--- config.mk ---
export PLATFORM = sky130hd
export DESIGN_NAME = otfc_result_converter_flat
export DESIGN_NICKNAME = d
export VERILOG_FILES = /design/src/rtl/otfc_pkg.sv /design/src/rtl/otfc_result_converter_if.sv /design/src/rtl/otfc_digit_step.sv /design/src/rtl/otfc_result_converter.sv /design/src/flat_wrapper.sv
export SDC_FILE = /design/constraint.sdc
export NUM_CORES = 1
export LEC_CHECK = 0
export ABC_AREA = 0
export CAP_MARGIN = 20
export CORE_UTILIZATION = 48
export CTS_BUF_LIST = sky130_fd_sc_hd__clkbuf_16
export CTS_CLUSTER_SIZE = 12
export DETAILED_ROUTE_END_ITERATION = 7
export PLACE_DENSITY_LB_ADDON = 0.25
export SYNTH_ARGS = -nofsm -noshare
export SYNTH_HDL_FRONTEND = slang
export SYNTH_SLANG_ARGS = --single-unit
--- constraint.sdc ---
create_clock -name clk -period 2.1 [get_ports clk]
set_input_delay 0.21 -clock clk [delete_from_list [all_inputs] [get_ports clk]]
set_output_delay 0.21 -clock clk [all_outputs]
set_load 0.1 [all_outputs]
--- src/rtl/otfc_pkg.sv ---
// Shared definitions for the on-the-fly conversion blocks: the signed-digit
// encoding and the result converter state encoding.
package otfc_pkg;

  localparam logic [1:0] DIG_POS  = 2'b10;
  localparam logic [1:0] DIG_NEG  = 2'b01;
  localparam logic [1:0] DIG_ZERO = 2'b00;

  typedef enum logic [1:0] {
    ST_IDLE    = 2'd0,
    ST_SKIP    = 2'd1,
    ST_CONVERT = 2'd2,
    ST_DONE    = 2'd3
  } otfc_state_e;

endpackage

--- src/rtl/otfc_result_converter_if.sv ---
// Digit stream in, binary result out with valid/ready. The slave modport is the
// converter side and the master modport is the producer/consumer side.
interface otfc_result_converter_if #(
  parameter int DIGITS = 64
);
  logic              digit_valid;
  logic [1:0]        p_value;
  logic [DIGITS:0]   result;
  logic              result_valid;
  logic              result_ready;

  modport master (
    output digit_valid, p_value, result_ready,
    input  result, result_valid
  );

  modport slave (
    input  digit_valid, p_value, result_ready,
    output result, result_valid
  );
endinterface

--- src/rtl/otfc_digit_step.sv ---
// One on-the-fly conversion step: appends a signed digit to the Q/QM pair,
// where QM tracks Q minus one ulp so a negative digit never needs a borrow chain.
module otfc_digit_step
  import otfc_pkg::*;
#(
  parameter int WIDTH = 65
) (
  input  logic [WIDTH-1:0] q,
  input  logic [WIDTH-1:0] qm,
  input  logic [1:0]       digit,
  output logic [WIDTH-1:0] q_next,
  output logic [WIDTH-1:0] qm_next
);

  localparam logic [WIDTH-1:0] LSB_ONE = {{(WIDTH-1){1'b0}}, 1'b1};

  // The MSB shifted out is dropped; the result wraps as a two's-complement fraction.
  always_comb begin
    q_next  = q << 1;
    qm_next = (qm << 1) | LSB_ONE;
    case (digit)
      DIG_POS: begin
        q_next  = (q << 1) | LSB_ONE;
        qm_next = q << 1;
      end
      DIG_NEG: begin
        q_next  = (qm << 1) | LSB_ONE;
        qm_next = qm << 1;
      end
      default: begin
        q_next  = q << 1;
        qm_next = (qm << 1) | LSB_ONE;
      end
    endcase
  end

endmodule

--- src/rtl/otfc_result_converter.sv ---
// Converts the MSD-first product digit stream into a two's-complement result.
// Optional build macro OTFC_DIGIT_CHECK_EN adds the sticky digit_err output.
//
// state   | meaning
// IDLE    | waiting for enable_all
// SKIP    | discarding the leading online-delay digits
// CONVERT | folding digits into Q/QM
// DONE    | result offered until result_ready
module otfc_result_converter
  import otfc_pkg::*;
#(
  parameter int DIGITS       = 64,
  parameter int ONLINE_DELAY = 3,
  parameter int CNT_WIDTH    = 8
) (
  input  logic                  clk,
  input  logic                  asyn_reset,
  input  logic                  enable_all,
  otfc_result_converter_if.slave bus,
  output logic                  busy
`ifdef OTFC_DIGIT_CHECK_EN
  ,
  output logic                  digit_err
`endif
);

  localparam int W = DIGITS + 1;

  localparam logic [1:0] IDLE    = ST_IDLE;
  localparam logic [1:0] SKIP    = ST_SKIP;
  localparam logic [1:0] CONVERT = ST_CONVERT;
  localparam logic [1:0] DONE    = ST_DONE;

  localparam logic [1:0] START_STATE = (ONLINE_DELAY > 0) ? SKIP : CONVERT;
  localparam logic [CNT_WIDTH-1:0] SKIP_LAST =
    CNT_WIDTH'((ONLINE_DELAY > 0) ? (ONLINE_DELAY - 1) : 0);
  localparam logic [CNT_WIDTH-1:0] CONV_LAST = CNT_WIDTH'(DIGITS - 1);

  logic [1:0]           state;
  logic [CNT_WIDTH-1:0] cnt;
  logic [W-1:0]         q;
  logic [W-1:0]         qm;
  logic [W-1:0]         q_next;
  logic [W-1:0]         qm_next;
  logic [W-1:0]         result_q;
  logic                 result_valid_q;

  otfc_digit_step #(.WIDTH(W)) u_step (
    .q       (q),
    .qm      (qm),
    .digit   (bus.p_value),
    .q_next  (q_next),
    .qm_next (qm_next)
  );

  always_ff @(posedge clk) begin
    if (asyn_reset) begin
      state          <= IDLE;
      cnt            <= '0;
      q              <= '0;
      qm             <= '1;
      result_q       <= '0;
      result_valid_q <= 1'b0;
    end else begin
      case (state)
        IDLE: begin
          if (enable_all) begin
            cnt   <= '0;
            q     <= '0;
            qm    <= '1;
            state <= START_STATE;
          end
        end
        SKIP: begin
          if (bus.digit_valid) begin
            if (cnt == SKIP_LAST) begin
              cnt   <= '0;
              state <= CONVERT;
            end else begin
              cnt <= cnt + 1'b1;
            end
          end
        end
        CONVERT: begin
          if (bus.digit_valid) begin
            q  <= q_next;
            qm <= qm_next;
            if (cnt == CONV_LAST) begin
              result_q       <= q_next;
              result_valid_q <= 1'b1;
              cnt            <= '0;
              state          <= DONE;
            end else begin
              cnt <= cnt + 1'b1;
            end
          end
        end
        DONE: begin
          if (bus.result_ready) begin
            result_valid_q <= 1'b0;
            state          <= IDLE;
          end
        end
        default: state <= IDLE;
      endcase
    end
  end

`ifdef OTFC_DIGIT_CHECK_EN
  // Redundant zero is legal for conversion but flagged for the producer.
  always_ff @(posedge clk) begin
    if (asyn_reset) begin
      digit_err <= 1'b0;
    end else if (state == IDLE && enable_all) begin
      digit_err <= 1'b0;
    end else if (state == CONVERT && bus.digit_valid && bus.p_value == 2'b11) begin
      digit_err <= 1'b1;
    end
  end
`endif

  assign bus.result       = result_q;
  assign bus.result_valid = result_valid_q;
  assign busy             = (state != IDLE);

endmodule

--- src/flat_wrapper.sv ---
// flat-port wrapper written by rule: the top's interface ports become plain ports
module otfc_result_converter_flat import otfc_pkg::*;
#(
  parameter int DIGITS       = 64,
  parameter int ONLINE_DELAY = 3,
  parameter int CNT_WIDTH    = 8
)
  (clk, asyn_reset, enable_all, busy, bus_digit_valid, bus_p_value, bus_result_ready, bus_result, bus_result_valid);
  otfc_result_converter_if #(.DIGITS(DIGITS)) bus_i ();
  input  logic clk;
  input  logic asyn_reset;
  input  logic enable_all;
  output logic busy;
  input wire logic [$bits(bus_i.digit_valid)-1:0] bus_digit_valid;
  input wire logic [$bits(bus_i.p_value)-1:0] bus_p_value;
  input wire logic [$bits(bus_i.result_ready)-1:0] bus_result_ready;
  output wire logic [$bits(bus_i.result)-1:0] bus_result;
  output wire logic [$bits(bus_i.result_valid)-1:0] bus_result_valid;
  assign bus_i.digit_valid = bus_digit_valid;
  assign bus_i.p_value = bus_p_value;
  assign bus_i.result_ready = bus_result_ready;
  assign bus_result = bus_i.result;
  assign bus_result_valid = bus_i.result_valid;
  otfc_result_converter #(.DIGITS(DIGITS), .ONLINE_DELAY(ONLINE_DELAY), .CNT_WIDTH(CNT_WIDTH)) u_core (.clk(clk), .asyn_reset(asyn_reset), .enable_all(enable_all), .bus(bus_i), .busy(busy));
endmodule
==> results.yml, run 1 <==
outcome:
  status: "finished, final reports clean"
power_and_ir_drop:
  p_leak_nw: 4.04
  peakVddDrop_v: 0.000696
  cellPowerDensity_mw_per_mm2: 1160
clock_network:
  clkSinkCount: 204
  holdBufCountCts: 0
  h-tree-depth: 1
  numCtsBuffers: 22
  post_cts_resized: 0
  cts_buffer_depth: 3
  clkSlewWorstSetupHoldPaths_ps: 60
  root_buffer: "clkbuf_16"
  cts_tree: "done"
  clk_latency_ps: 500
  postCtsSetupRepairBufs: 0
floorplanning:
  core_region_area_mm2: 0.0175
  initial_utilization_pct: 49.7
  io_pins: 74
  die_area_mm2: 0.0186
  die_x_um: 137
  die_height_um: 137
  core.rowCount: 48
yosys:
  avgSynthCellArea_um2: 9.42
  synth_seq_cells: 204
  ys_warn_count: 0
  synth_fp_nets: 939
  ys_seq_area_share_pct: 47.0
  syn_area_mm2: 0.00869
  syn_inst: 922
  ys_types: 41
timing:
  drv_slew: 0
  fin_skew_ps: 10.3
  clock.fmax_mhz: 506
  layout_min_cycle_time_ps: 1980
  rsz0062_at_grt: "no"
  tightest_slew_ps: 715
  tns_ps: 0
  hold_viol_final: 0
  fin_ws_ps: 124
  report.final.setup_viol: 0
  fin_crit_sh_pct: 94.1
  relSlewSlack_pct: 52.4
hold_path:
  hold_path_class: "primary input to register"
cells_and_area:
  fill_cells: 1479
  drive_gt1_share_pct: 18.3
  areaGrowthSynthToFinish_pct: 22.4
  final_common_cell: "dfxtp_1"
  layout.nets: 1004
  layout_common_cells: "dfxtp_1 (203), a22oi_1 (127), buf_4 (117)"
  n_antenna_cell: 0
setup_path:
  critical_path_class: "register to register"
  reg2reg_setup_slack_ps: 120
  required_ps: 2480
  critical_path.max_fanout: 4
  rr_worst_depth: 5
  end_kind: "register"
  arrival_ps: 2360
  crit_start: "u_core.cnt[1]"
  worstSetupEndpoint: "u_core.state[1]"
  r2r_end: "u_core.state[1]"
  start_kind: "register"
  reg2reg_from: "u_core.cnt[1]"
grt:
  antenna_found_initial: 0
  grt_pass1_wl_mm: 32.9
  grt_pass1_vias: 6585
  grt_use_total_pct: 21.3
  grt_overflow: 0
  grt_max_degree: 160
routing:
  firstDrtPassIters: 6
  wire_per_inst_um: 16.4
  drt_iter0_markers: 493
  wl_mm: 20.1
  vias: 7236
  detail-route-antenna-nets: 0
  drc_errors: 0
  vias_per_cell: 5.92
placement:
  dp_slack_ps: -177
  place_congestion: 0.794
  dp_hpwl_mm: 11.9
  port_buffers: 73
job:
  cap_violations: 0
cell families (layout without fill, tap and decap cells):
family | count (synthesis) | after routing | share of synthesized area (%)
AO/OA/AOI/OAI | 399 | 399 | 34.4
flip-flops | 204 | 204 | 47.0
AND/OR/NAND/NOR | 180 | 180 | 10.2
buffers and inverters | 114 | 190 | 5.15
multiplexers | 15 | 15 | 1.79
adder cells (fa/ha/maj) | 10 | 10 | 1.44
metal layers:
metal | track usage (%) | part of all wire [%]
met2 | 34.1 | 47
met3 | 2.74 | 3.8
met4 | 4.88 | 1.7
met1 | 30.3 | 48
met5 | 0 | 0
registers in the layout, summed over array words and instances, names as in the netlist:
| signal | count |
|---|---|
| u_core.bus.result_valid | 1 |
| u_core.cnt | 8 |
| u_core.qm | 64 |
| u_core.state | 2 |
| u_core.q | 64 |
| u_core.bus.result | 65 |
metrics by stage:
stage                     area (um2)  hold WS [ps]  power (W)  utilization (%)  instances
after floorplan                 8690           410    0.00761                -        922
after global placement          9920           443    0.00878             56.8       1187
after detailed placement        9920           450    0.00882             56.8       1187
after CTS                      10600          65.4     0.0124             60.5       1222
after global routing           10600          82.1     0.0130             60.9       1223
final                          10600          68.3     0.0123             60.9       1223
how the worst min path moves through the flow:
stage	depth (start not counted)	slack [ps]	from	endpoint
floorplan	3	410	bus_result_ready	u_core.bus.result_valid
global placement	1	440	u_core.qm[63]	u_core.qm[63]
detailed placement	1	450	u_core.qm[63]	u_core.qm[63]
CTS	2	70	asyn_reset	u_core.cnt[0]
global route	2	80	asyn_reset	u_core.cnt[0]
finish	2	70	asyn_reset	u_core.q[57]
layout make-up:
type / count / area (um2) / area share, %
Multi-Input combinational cell: 604 / 4220 / 39.7
Sequential cell: 204 / 4090 / 38.4
Timing Repair Buffer: 143 / 1350 / 12.7
Clock buffer: 23 / 576 / 5.41
Tap cell: 225 / 282 / 2.65
Clock inverter: 12 / 73.8 / 0.694
Inverter: 12 / 45.0 / 0.424
critical path, cell delays in order (launching register included):
cell	delay, ps
dfxtp_1	410
ha_4	170
nand3_2	100
or4_4	540
a211o_1	340
mux2_4	300
report_power, final:
part	internal [W]	total [W]	switching [W]
clock	0.00207	0.00353	0.00146
sequential	0.00429	0.00459	0.000299
combinational	0.00176	0.00419	0.00244
synth_stat cells:
cell       number  share of area [%]
a2bb2oi_1       1               0.10
o22ai_1         2               0.14
buf_2          16               0.92
nor2_1         84                3.6
a211o_1        64                6.5
nand3_1         8               0.46
nor2b_1        54                3.9
nor3_1          2               0.12
o21a_1          2               0.17
mux2_4          1               0.17
and2_2          2               0.17
a21oi_1        66                3.8
a21o_1          1              0.086
o2bb2ai_1      50                5.0
ha_1           10                1.4
nand2_1        14               0.60
and3_1          1              0.072
nand2b_1        4               0.29
nor4_1          4               0.29
o221ai_1        1               0.10
or2_2           2               0.14
nand3_2         1               0.12
a211oi_1       53                4.6
mux2i_1        14                1.6
or4_4           1               0.13
dfxtp_1       204                 47
or2_4           1               0.10
o21bai_1        1              0.086
o2111ai_1       4               0.40
or3_1           1              0.072
o21ai_0         1              0.058
o211ai_1        9               0.78
a22oi_1       127                 11
inv_1          12               0.52
o31a_2          1               0.12
buf_1           7               0.30
o311ai_0        1               0.10
a22o_1         13                1.3
clkbuf_1       79                3.4
and4_1          1               0.10
a31oi_1         2               0.14
(Power assumes the default switching activity.)
==> run 2, diff against run 1 <==
--- a/config.mk
+++ b/config.mk
@@ -12,6 +12,7 @@
 export CTS_CLUSTER_SIZE = 12
 export DETAILED_ROUTE_END_ITERATION = 7
 export PLACE_DENSITY_LB_ADDON = 0.25
+export SLEW_MARGIN = 20
 export SYNTH_ARGS = -nofsm -noshare
 export SYNTH_HDL_FRONTEND = slang
 export SYNTH_SLANG_ARGS = --single-unit
==> results of run 2 <==
Same layout as run 1: the final DEF is identical, and so are final timing and power.
